<file path="src/rtl/drum_sample_scheduler.sv">
// drum_sample_scheduler
//   Sequences a bank of drum-mesh column engines. After reset or a strike the
//   columns are held in reset for RESET_CYCLES, then the scheduler waits for
//   all of them to report done. Each sample tick launches one mesh iteration.
//   When every column is done again, the centre node is scaled by GAIN_SHIFT,
//   saturated and handed to the audio FIFO over a valid/ready handshake.
//
//   Optional build macro INTERNAL_TICK_EN: sample ticks come from an internal
//   0..TICK_DIV-1 divider and the sample_tick port is ignored.
//
// Ports
//   clk, reset        clock, synchronous active-high reset
//   sample_tick       one-cycle pulse per audio sample
//   strike            one-cycle pulse, reinitialise the mesh
//   col_done          per-column iteration-done flags
//   center_node       signed 1.17 centre node value
//   col_reset         reset to all columns
//   iteration_enable  one-cycle start pulse to all columns
//   sample_valid/sample_ready/sample_data  audio sample handshake
//   busy              low only in READY
//   overrun_count     saturating count of dropped ticks
//   iter_cycles       cycle count of the last completed iteration
//   timeout_err       sticky iteration timeout flag
module drum_sample_scheduler #(
  parameter int NUM_COLS     = 30,
  parameter int RESET_CYCLES = 4,
  parameter int MAX_CYCLES   = 4095,
  parameter int GAIN_SHIFT   = 2,
  parameter int TICK_DIV     = 1042
) (
  input  logic                       clk,
  input  logic                       reset,
  input  logic                       sample_tick,
  input  logic                       strike,
  input  logic [NUM_COLS-1:0]        col_done,
  input  logic signed [17:0]         center_node,
  output logic                       col_reset,
  output logic                       iteration_enable,
  output logic                       sample_valid,
  input  logic                       sample_ready,
  output logic [15:0]                sample_data,
  output logic                       busy,
  output logic [15:0]                overrun_count,
  output logic [12:0]                iter_cycles,
  output logic                       timeout_err
);

  localparam int HW = (RESET_CYCLES > 1) ? $clog2(RESET_CYCLES) : 1;
  localparam logic [HW-1:0] HOLD_LAST = HW'(RESET_CYCLES - 1);
  localparam logic [12:0]   MAXC      = 13'(MAX_CYCLES);
  localparam int SW = 18 + GAIN_SHIFT;
  localparam logic signed [SW-1:0] SAT_HI = SW'(131071);
  localparam logic signed [SW-1:0] SAT_LO = SW'(-131072);

  typedef enum logic [2:0] {HOLD, LOADWAIT, READY, ARM, RUN, PUSH} state_t;

  state_t      state;
  logic [HW-1:0] hold_cnt;
  logic [12:0] cyc_cnt;
  logic        tick;
  logic        all_done;

  assign all_done = &col_done;

`ifdef INTERNAL_TICK_EN
  localparam int TW = (TICK_DIV > 1) ? $clog2(TICK_DIV) : 1;
  localparam logic [TW-1:0] DIV_LAST = TW'(TICK_DIV - 1);
  logic [TW-1:0] div_cnt;

  // Free-running divider; strike deliberately does not touch it so the
  // audio rate stays locked.
  always_ff @(posedge clk) begin
    if (reset)                  div_cnt <= '0;
    else if (div_cnt == DIV_LAST) div_cnt <= '0;
    else                        div_cnt <= div_cnt + 1'b1;
  end
  assign tick = (div_cnt == DIV_LAST);
`else
  assign tick = sample_tick;
`endif

  // Gain and saturation: widen so the shift cannot wrap, then clamp to the
  // 18-bit range and keep the top 16 bits.
  logic signed [SW-1:0] ext, shifted;
  logic [17:0] sat;

  assign ext     = SW'(center_node);
  assign shifted = ext <<< GAIN_SHIFT;

  always_comb begin
    sat = shifted[17:0];
    if (shifted > SAT_HI)      sat = 18'h1FFFF;
    else if (shifted < SAT_LO) sat = 18'h20000;
  end

  always_ff @(posedge clk) begin
    if (reset) begin
      state            <= HOLD;
      hold_cnt         <= '0;
      cyc_cnt          <= '0;
      col_reset        <= 1'b1;
      iteration_enable <= 1'b0;
      sample_valid     <= 1'b0;
      sample_data      <= '0;
      overrun_count    <= '0;
      iter_cycles      <= '0;
      timeout_err      <= 1'b0;
      busy             <= 1'b1;
    end else begin
      iteration_enable <= 1'b0;

      // A tick is only consumed in READY without a strike; anything else is
      // dropped and counted.
      if (tick && (strike || state != READY) && overrun_count != 16'hFFFF)
        overrun_count <= overrun_count + 16'd1;

      if (strike) begin
        state        <= HOLD;
        hold_cnt     <= '0;
        col_reset    <= 1'b1;
        sample_valid <= 1'b0;
        busy         <= 1'b1;
      end else begin
        case (state)
          HOLD: begin
            if (hold_cnt == HOLD_LAST) begin
              col_reset <= 1'b0;
              state     <= LOADWAIT;
            end else begin
              hold_cnt <= hold_cnt + 1'b1;
            end
          end
          LOADWAIT: begin
            if (all_done) begin
              state <= READY;
              busy  <= 1'b0;
            end
          end
          READY: begin
            if (tick) begin
              iteration_enable <= 1'b1;
              cyc_cnt          <= 13'd1;
              state            <= ARM;
              busy             <= 1'b1;
            end
          end
          // Columns still show done from the previous iteration here.
          ARM: begin
            cyc_cnt <= cyc_cnt + 13'd1;
            state   <= RUN;
          end
          RUN: begin
            if (all_done) begin
              iter_cycles  <= cyc_cnt;
              sample_data  <= sat[17:2];
              sample_valid <= 1'b1;
              state        <= PUSH;
            end else if (cyc_cnt >= MAXC) begin
              timeout_err <= 1'b1;
              state       <= HOLD;
              hold_cnt    <= '0;
              col_reset   <= 1'b1;
            end else begin
              cyc_cnt <= cyc_cnt + 13'd1;
            end
          end
          PUSH: begin
            if (sample_ready) begin
              sample_valid <= 1'b0;
              state        <= READY;
              busy         <= 1'b0;
            end
          end
          default: begin
            state     <= HOLD;
            hold_cnt  <= '0;
            col_reset <= 1'b1;
            busy      <= 1'b1;
          end
        endcase
      end
    end
  end

endmodule

</file>
<file path="config.mk">
export PLATFORM = sky130hd
export DESIGN_NAME = drum_sample_scheduler
export DESIGN_NICKNAME = d
export VERILOG_FILES = /design/src/rtl/drum_sample_scheduler.sv
export SDC_FILE = /design/constraint.sdc
export NUM_CORES = 1
export LEC_CHECK = 0
export BUFFER_PORTS_ARGS = -buffer_cell sky130_fd_sc_hd__buf_4
export CAP_MARGIN = 20
export CORE_MARGIN = 3
export CORE_UTILIZATION = 37
export CTS_CLUSTER_DIAMETER = 200
export CTS_CLUSTER_SIZE = 20
export DETAILED_ROUTE_END_ITERATION = 10
export GPL_TIMING_DRIVEN = 1
export PLACE_DENSITY = 0.71
export REMOVE_ABC_BUFFERS = 1
export SLEW_MARGIN = 10
export SYNTH_ARGS = -nofsm -noshare
export SYNTH_HDL_FRONTEND = slang
export SYNTH_SLANG_ARGS = --single-unit
export TNS_END_PERCENT = 1
</file>
<file path="constraint.sdc">
create_clock -name clk -period 4.8 [get_ports clk]
set_input_delay 0.96 -clock clk [delete_from_list [all_inputs] [get_ports clk]]
set_output_delay 0.96 -clock clk [all_outputs]
set_load 0.05 [all_outputs]
</file>
==> flow_summary.json, run 1 <==
{
  "crit_path_max_fanout": 15,
  "path_class": "primary input to flip-flop",
  "layout_common_cells": "buf_4 (103), nand2_1 (70), dfxtp_1 (68), a21oi_1 (43), nor2_1 (32)",
  "slew_headroom_pct": 33.3,
  "status": "complete, no violations",
  "antenna_found_initial": 0,
  "port_buffers": 102,
  "setup_viol": 0,
  "hold_ws_ns": 0.454,
  "rsz0062_at_grt": "false",
  "drv_slew": 0,
  "stdcell_count": 593,
  "htree_levels": 3,
  "tritoncts": "built",
  "cts_setup_buffers": 0,
  "dieWidth_um": 99.9,
  "place_area_sq_um": 4060,
  "initial_core_util_pct": 38.9,
  "cts_buffer_depth": 2,
  "globalRouteOverflowTotal": 0,
  "netlist_area_sq_um": 3260,
  "tightest_slew_ns": 0.997,
  "pin_count": 103,
  "dp.cells": 576,
  "first_pass_iters": 4,
  "clk_latency_ns": 0.34,
  "cpPeakStageDelay_ns": 0.52,
  "skew_ns": 0.00524,
  "synth-edff-count": 0,
  "met1_usage_pct": 21.1,
  "nFillCells": 826,
  "antenna_left": 0,
  "final_common_cell": "buf_4",
  "layout.nets": 539,
  "crit_arrival_ns": 2.60,
  "fmax_ghz": 0.416,
  "grt_pass1_wl_um": 14000,
  "path_cells": "buf_4 -> nand4_1 -> nor4_4 -> nand3_1 -> buf_8 -> nand2_1 -> a21oi_1",
  "clock_sinks": 68,
  "grtUsageTotal_pct": 17.0,
  "drc": 0,
  "syn_area_per_cell_sq_um": 8.37,
  "fin_crit_ns": 2.41,
  "seq_area_frac_synth_pct": 41.7,
  "top_usage_layer": "met2",
  "worstSetupEndpointType": "flip-flop",
  "ys_async_sr_fraction_pct": 0,
  "areaGrowthSynthToFinish_pct": 31.7,
  "clockRootBuffer": "clkbuf_8",
  "grt_pass1_vias": 3101,
  "min_path_type": "flip-flop to flip-flop",
  "dp_hpwl_um": 5890,
  "finish.utilization_pct": 51.3,
  "clk_pin_slew_ns": 0.08,
  "gp_congestion": 0.842,
  "crit_path_top_delay_cell": "nand3_1",
  "synth_top_area_share_pct": 41.7,
  "worst_ep_required_time_ns": 4.99,
  "drtIter0Drc": 124,
  "yosys-top-cells-area": "dfxtp_1 (42%), nand2_1 (8.0%), a21oi_1 (6.6%)",
  "post_cts_resized": 0,
  "vdd_drop_max_mv": 0.198,
  "synth_cell_types": 59,
  "grt_max_degree": 65,
  "yosysWarnings": 0,
  "start_kind": "primary input",
  "cts_inserted_buffers": 9,
  "maxCapViolCount": 0,
  "powerDensity_nw_per_um2": 273,
  "fin_setup_tns_ns": 0,
  "rows": 33,
  "vias": 3203,
  "core_sq_um": 8380,
  "post_drt_wl_per_cell_um": 14.0,
  "viasPerCell": 5.40,
  "synth-seq-cells": 68,
  "dieArea_sq_um": 9990,
  "drive_gt1_share_pct": 29.1,
  "stdcell_area_sq_um": 4300,
  "synth_top_area_cell": "dfxtp_1",
  "fp.dieH_um": 99.9,
  "use_met3_pct": 4.86,
  "hold_viol": 0,
  "synth_cells": 390,
  "hold_buffers": 0,
  "ys.flop_type": "dfxtp_1",
  "wl_um": 8320,
  "use_met2_pct": 28.9,
  "n_antenna_cell": 0,
  "fin_crit_sh_pct": 50.1,
  "power.leakage_uw": 0.00167
}
==> report_power, final <==
| part | total, uW | switching, uW | internal [uW] |
|---|---|---|---|
| Sequential | 569 | 2.82 | 566 |
| Clock | 527 | 220 | 307 |
| Combinational | 76.1 | 39.4 | 36.8 |
| Total | 1170 | 262 | 910 |
==> area by class of cell <==
class | instances | area [sq um] | share of cell area (%)
clock inverters | 6 | 86.3 | 2.01
inverters | 7 | 26.3 | 0.611
well taps | 105 | 131 | 3.06
repair buffers | 104 | 788 | 18.3
multi-input cells | 293 | 1770 | 41.1
clock buffers | 10 | 138 | 3.20
flip-flops and latches | 68 | 1360 | 31.7
==> critical path: cells and delay by family <==
| family | cells | cell delay, ns |
|---|---|---|
| simple gates | 4 | 1.14 |
| buf+inv | 2 | 0.43 |
| compound gates | 1 | 0.06 |
==> kinds of logic after synthesis <==
logic type | count (synthesis) | synth area share, %
compound gates | 113 | 24.1
xor+xnor | 13 | 3.49
fa+ha+maj | 3 | 1.15
buf+inv | 29 | 4.18
flops | 68 | 41.7
mux | 2 | 0.613
simple gates | 162 | 24.8
==> synthesized netlist by cell type (4+ instances only) <==
cell	count
a211o_1	4
a21oi_1	43
a31oi_1	8
and3_1	5
buf_2	8
clkbuf_1	11
dfxtp_1	68
inv_1	6
nand2_1	70
nand3_1	7
nand4_1	16
nor2_1	32
nor3_1	9
o211ai_1	15
o21ai_0	12
xor2_1	11
==> metrics by stage <==
step	total power, uW	setup WS [ns]
after floorplan	608	1.89
after detailed placement	659	1.76
after global placement	658	1.81
final	1170	2.39
after global routing	1220	2.23
after CTS	1190	2.12
==> registers in the layout (all words and copies together), names as in the netlist <==
register          count
timeout_err           1
state                 3
iteration_enable      1
col_reset             1
sample_data          16
iter_cycles          13
overrun_count        16
busy                  1
sample_valid          1
cyc_cnt              13
hold_cnt              2
==> worst paths after layout <==
check                  from  slack [ns]        endpoint  cells past startpoint
max             col_done[5]        2.39  sample_data[1]                      7
min          sample_data[5]        0.45  sample_data[5]                      2
max reg2reg        state[1]        2.53  sample_data[1]                      7
min reg2reg  sample_data[5]        0.45  sample_data[5]                      2
==> per-layer routing <==
layer | routed length, um | part of all wire (%)
met5 | 0 | 0
met1 | 3600 | 43
met3 | 483 | 5.8
met4 | 63 | 0.76
met2 | 4180 | 50
No activity file was read; power rests on OpenSTA's default activity.
==> inputs of run 2 (changes only) <==
- clock period: 4.8 -> 2.5 ns (I/O delays scaled with it)
==> run 2 against run 1 <==
Compared with the run above: via count fell by 1.3%; largest cell class unchanged; clock skew increased by 0.0054 ns; worst setup slack lost 2.0 ns; total power up 83%; final area down 0.35%; sequential cell count is the same.
==> flow_summary.json, run 2 (synthesis gave the netlist of run 1 again) <==
{
  "status": "complete, no violations",
  "cts_buffer_depth": 2,
  "stdcell_area_sq_um": 4280,
  "fmax_ghz": 0.466,
  "path_cells": "or3b_1 -> o21ai_2 -> a31oi_2 -> nand4_1 -> xor2_1 -> nor2_1",
  "clockRootBuffer": "clkbuf_8",
  "clk_latency_ns": 0.35,
  "antenna_found_initial": 0,
  "vdd_drop_max_mv": 0.235,
  "dp_hpwl_um": 6080,
  "cp_top_family": "simple AND/OR/NAND/NOR gates",
  "final_common_cell": "buf_4",
  "largest_registers": "overrun_count x16, sample_data x16",
  "dp_slack_ns": 0.290,
  "fin_crit_sh_pct": 85.8,
  "crit_path_top_delay_cell": "dfxtp_1",
  "initial_core_util_pct": 38.9,
  "layout.nets": 541,
  "rows": 33,
  "cts_setup_buffers": 0,
  "post_cts_resized": 0,
  "post_drt_wl_per_cell_um": 14.1,
  "crit_buf_inv": 0,
  "setup.worst_path.start": "state[1]",
  "start_kind": "flip-flop",
  "vias": 3160,
  "grt_pass1_vias": 2990,
  "cpPeakStageDelay_ns": 0.61,
  "fp.dieH_um": 99.9,
  "rsz0062_at_grt": "false",
  "gp_congestion": 0.833,
  "grt_max_degree": 37,
  "drv_slew": 0,
  "power.leakage_uw": 0.00166,
  "place_area_sq_um": 4080,
  "fin_setup_tns_ns": 0,
  "worstSetupEndpointType": "flip-flop",
  "clk_pin_slew_ns": 0.08,
  "viasPerCell": 5.31,
  "crit_path_max_fanout": 14,
  "cts_inserted_buffers": 9,
  "drtIter0Drc": 140,
  "dieArea_sq_um": 9990,
  "areaGrowthSynthToFinish_pct": 31.2,
  "first_pass_iters": 4,
  "crit_arrival_ns": 2.37,
  "core_sq_um": 8380,
  "port_buffers": 102,
  "multi_input_area_sq_um": 1770,
  "tightest_slew_ns": 0.979,
  "grt_pass1_wl_um": 14000,
  "grtUsageTotal_pct": 17.1,
  "tritoncts": "built",
  "clock_sinks": 68,
  "wl_um": 8410,
  "antenna_left": 0,
  "htree_levels": 3,
  "dieWidth_um": 99.9,
  "worst_slack_ns": 0.356,
  "maxCapViolCount": 0,
  "n_antenna_cell": 0,
  "hold_buffers": 0,
  "worstHoldStart": "center_node[17]",
  "regArea_sq_um": 1360,
  "hold_viol": 0,
  "path_class": "flip-flop to flip-flop",
  "powerDensity_nw_per_um2": 502,
  "pin_count": 103,
  "drc": 0,
  "fin_crit_ns": 2.14,
  "hold_ws_ns": 0.416,
  "drive_gt1_share_pct": 29.4,
  "min_path_type": "primary input to flip-flop",
  "globalRouteOverflowTotal": 0,
  "setup_viol": 0,
  "r2r-start": "state[1]",
  "skew_ns": 0.0106,
  "nFillCells": 823,
  "worst_ep_required_time_ns": 2.72,
  "layout_common_cells": "buf_4 (106), nand2_1 (70), dfxtp_1 (68), a21oi_1 (43), nor2_1 (32)",
  "slew_headroom_pct": 34.5
}
run 2: changes by cell type in the layout (fill, tap and decap cells not counted), sizes merged:
| cell | previous run | this run |
|---|---|---|
| clkinv | 2 | 3 |
| buf | 104 | 106 |
| bufinv | 2 | 1 |
| clkinvlp | 1 | 2 |
| inv | 8 | 7 |
run 2: worst register-to-register path, stage by stage, from the launching register on:
cell and delay (ns):
dfxtp_1 0.61, or3b_1 0.58, o21ai_2 0.33, a31oi_2 0.14, nand4_1 0.17, xor2_1 0.15, nor2_1 0.05
run 2: metal layers:
layer | share of wire [%] | global-route usage (%) | up-vias
met1 | 45 | 21.4 | 1477
met4 | 1.0 | 5.57 | 0
met2 | 50 | 28.6 | 68
met5 | 0 | 0 | -
li1 | - | - | 1607
met3 | 4.2 | 4.31 | 8
run 2: area by class of cell:
cell class / count / share of cell area [%]
Clock inverter: 6 / 1.49
Sequential cell: 68 / 31.8
Inverter: 7 / 0.613
Clock buffer: 10 / 3.21
Multi-Input combinational cell: 293 / 41.3
Timing Repair Buffer: 106 / 18.6
Tap cell: 105 / 3.07
run 2: worst paths after layout:
check                                   endpoint  slack (ns)  cells past startpoint
worst max register to register  overrun_count[4]        0.36                      6
worst max-delay path            overrun_count[4]        0.36                      6
worst min register to register    iter_cycles[6]        0.46                      2
worst min-delay path             sample_data[15]        0.42                      3
run 2: metrics by stage:
| stage | cells | utilization, % | total power (uW) |
|---|---|---|---|
| after detailed placement | 579 | 48.7 | 1270 |
| after global placement | 579 | 48.7 | 1260 |
| after CTS | 595 | 51.1 | 2180 |
| final | 595 | 51.1 | 2150 |
| after global routing | 595 | 51.1 | 2240 |
| after floorplan | 368 | - | 1170 |
run 2: where the power goes:
part	total, uW	switching (uW)	internal (uW)	leakage, uW
Combinational	149	76.9	71.7	0.00102
Sequential	1090	5.40	1090	0.000548
Clock	909	424	485	0.0000983
==> inputs of run 3 (changes only) <==
- ABC_AREA: not set -> 1
- PLACE_DENSITY: 0.71 -> 0.7
==> run 3 against run 2 <==
Compared with the run above: final area up 12%; highest routed layer unchanged; largest power group unchanged; sequential power grew 14%; sequential share of layout area shrank 3.4 points; combinational power rose to 6.2 times the previous value; critical path depth rose by 3; maximum frequency up 6.1%.
==> flow_summary.json, run 3 <==
{
  "holdPathEnd": "iteration_enable",
  "dp_hpwl_um": 7110,
  "post_drt_wl_per_cell_um": 12.0,
  "n_antenna_cell": 0,
  "port_buffers": 102,
  "regArea_sq_um": 1360,
  "crit_path_max_fanout": 15,
  "grt_pass1_wl_um": 16400,
  "synth.most_common_cell": "nand2_1",
  "grtUsageTotal_pct": 17.4,
  "worst-r2r-setup-slack_ns": 0.48,
  "regToRegEndpoint": "overrun_count[15]",
  "dieArea_sq_um": 11200,
  "drc": 0,
  "finish.utilization_pct": 50.7,
  "ys_async_sr_fraction_pct": 0,
  "dieWidth_um": 106,
  "status": "complete, no violations",
  "cts_setup_buffers": 0,
  "cts_buffer_depth": 2,
  "fin_crit_ns": 2.02,
  "tightest_slew_ns": 0.806,
  "drive_gt1_share_pct": 21.5,
  "antenna_found_initial": 0,
  "hold_depth": 2,
  "clockRootBuffer": "clkbuf_8",
  "synthTopCellsByCount": "nand2_1 (121), inv_1 (87), nor2_1 (82)",
  "multi_input_area_sq_um": 1910,
  "r2r-start": "state[2]",
  "hold_buffers": 0,
  "hold_viol": 0,
  "seq_area_frac_synth_pct": 36.8,
  "synth_cell_types": 31,
  "synth_top_area_share_pct": 36.8,
  "areaGrowthSynthToFinish_pct": 29.7,
  "rsz0062_at_grt": "false",
  "worst_ep_required_time_ns": 2.74,
  "min_path_type": "primary input to flip-flop",
  "worst_r2r_path_depth": 9,
  "clk_pin_slew_ns": 0.07,
  "yosysWarnings": 0,
  "synth-edff-count": 0,
  "final_common_cell": "nand2_1",
  "fin_setup_tns_ns": 0,
  "grt_pass1_vias": 3624,
  "fin_crit_sh_pct": 80.8,
  "start_kind": "flip-flop",
  "stdcell_area_sq_um": 4790,
  "maxCapViolCount": 0,
  "stdcell_count": 804,
  "post_cts_resized": 0,
  "layout_common_cells": "nand2_1 (121), buf_4 (108), inv_1 (87), nor2_1 (82), dfxtp_1 (68)",
  "worstSetupEndpointType": "flip-flop",
  "place_area_sq_um": 4580,
  "slew_headroom_pct": 46.2,
  "worstHoldStart": "strike",
  "pin_count": 103,
  "synth-seq-cells": 68,
  "initial_core_util_pct": 39.1,
  "crit_arrival_ns": 2.26,
  "power.leakage_uw": 0.00208,
  "core_sq_um": 9460,
  "powerDensity_nw_per_um2": 652,
  "dp.cells": 789,
  "wl_um": 9660,
  "rows": 35,
  "netlist_area_sq_um": 3690,
  "ys.flop_type": "dfxtp_1",
  "fp.dieH_um": 106,
  "drv_slew": 0,
  "synth_cells": 571,
  "first_pass_iters": 5,
  "gp_congestion": 0.917,
  "vdd_drop_max_mv": 0.322,
  "viasPerCell": 4.86,
  "yosys-top-cells-area": "dfxtp_1 (37%), nand2_1 (12%), inv_1 (8.8%)",
  "layout.nets": 727,
  "syn_area_per_cell_sq_um": 6.47,
  "tritoncts": "built",
  "vias": 3908,
  "antenna_left": 0,
  "nFillCells": 961,
  "clk_latency_ns": 0.35,
  "skew_ns": 0.00935,
  "grt_max_degree": 44,
  "clock_sinks": 68,
  "drtIter0Drc": 233,
  "htree_levels": 3,
  "synth_top_area_cell": "dfxtp_1",
  "largest_registers": "overrun_count x16, sample_data x16",
  "cts_inserted_buffers": 9,
  "path_class": "flip-flop to flip-flop",
  "fmax_ghz": 0.495,
  "setup_viol": 0,
  "globalRouteOverflowTotal": 0
}
[run 3: cell types whose count changed in the layout (fill, tap and decap cells not counted), moves of 4 or more]
cell / previous run / this run
inv_1: 6 / 87
xor2_1: 11 / 3
a211oi_1: 1 / 14
a21oi_1: 43 / 55
o211ai_1: 15 / 0
a21oi_2: 2 / 7
a211o_1: 4 / 0
and3_1: 5 / 0
nor2_1: 32 / 82
nand3_1: 7 / 32
nor2_2: 0 / 4
o21ai_0: 12 / 23
nand2_1: 70 / 121
a31oi_1: 8 / 0
[run 3: metrics by stage]
step           worst slack (ns)  total power (uW)  hold slack [ns]
2_1_floorplan             0.448              1910            0.453
3_3_place_gp              0.529              2160            0.438
3_5_place_dp              0.453              2180            0.443
6_report                  0.479              3120            0.357
4_1_cts                   0.491              3150            0.338
5_1_grt                   0.268              3350            0.358
[run 3: where the power goes]
part | total, uW | internal (uW) | leakage [uW] | switching [uW]
Sequential | 1240 | 1160 | 0.000549 | 81.3
Combinational | 928 | 321 | 0.00143 | 607
Clock | 955 | 537 | 0.000101 | 418
Total | 3120 | 2020 | 0.00208 | 1110
[run 3: layout make-up]
cell class                      count  share of cell area [%]
Multi-Input combinational cell    393                    39.8
Timing Repair Buffer              108                    16.9
Sequential cell                    68                    28.4
Tap cell                          129                    3.37
Inverter                           91                    7.18
Clock buffer                       12                    3.45
Clock inverter                      3                   0.940
[run 3: cell families after synthesis]
logic type | after synthesis | share of synthesized area [%]
buffers and inverters | 110 | 11.6
AOI/OAI and AO/OA | 108 | 16.9
DFF | 68 | 36.8
xor gates and xnor gates | 3 | 0.711
adders and majority gates | 3 | 1.02
and+or+nand+nor | 279 | 33.0
[run 3: worst max path at each step]
| stage | endpoint | cells after the start | from |
|---|---|---|---|
| detailed placement | overrun_count[15] | 8 | strike |
| finish | overrun_count[15] | 9 | state[2] |
| floorplan | overrun_count[2] | 9 | overrun_count[1] |
| CTS | overrun_count[15] | 9 | state[2] |
| global placement | overrun_count[15] | 8 | strike |
| global route | overrun_count[15] | 9 | state[2] |
[run 3: worst max-delay path, cell delays in order, from the launching register on]
cell and delay [ns]:
dfxtp_1 0.44, inv_2 0.09, nand2_1 0.09, nor2_1 0.07, a21oi_1 0.25, nand2_1 0.34, nor3_1 0.40, nand3_1 0.12
nand2_1 0.08, nor2_1 0.05
[run 3: metal layers]
layer	part of all wire [%]	up-vias	track usage, %
met5	0	-	0
met4	2.0	0	7.31
met3	7.6	17	3.76
met2	45	138	28.6
met1	46	1714	22.1
li1	-	2039	-
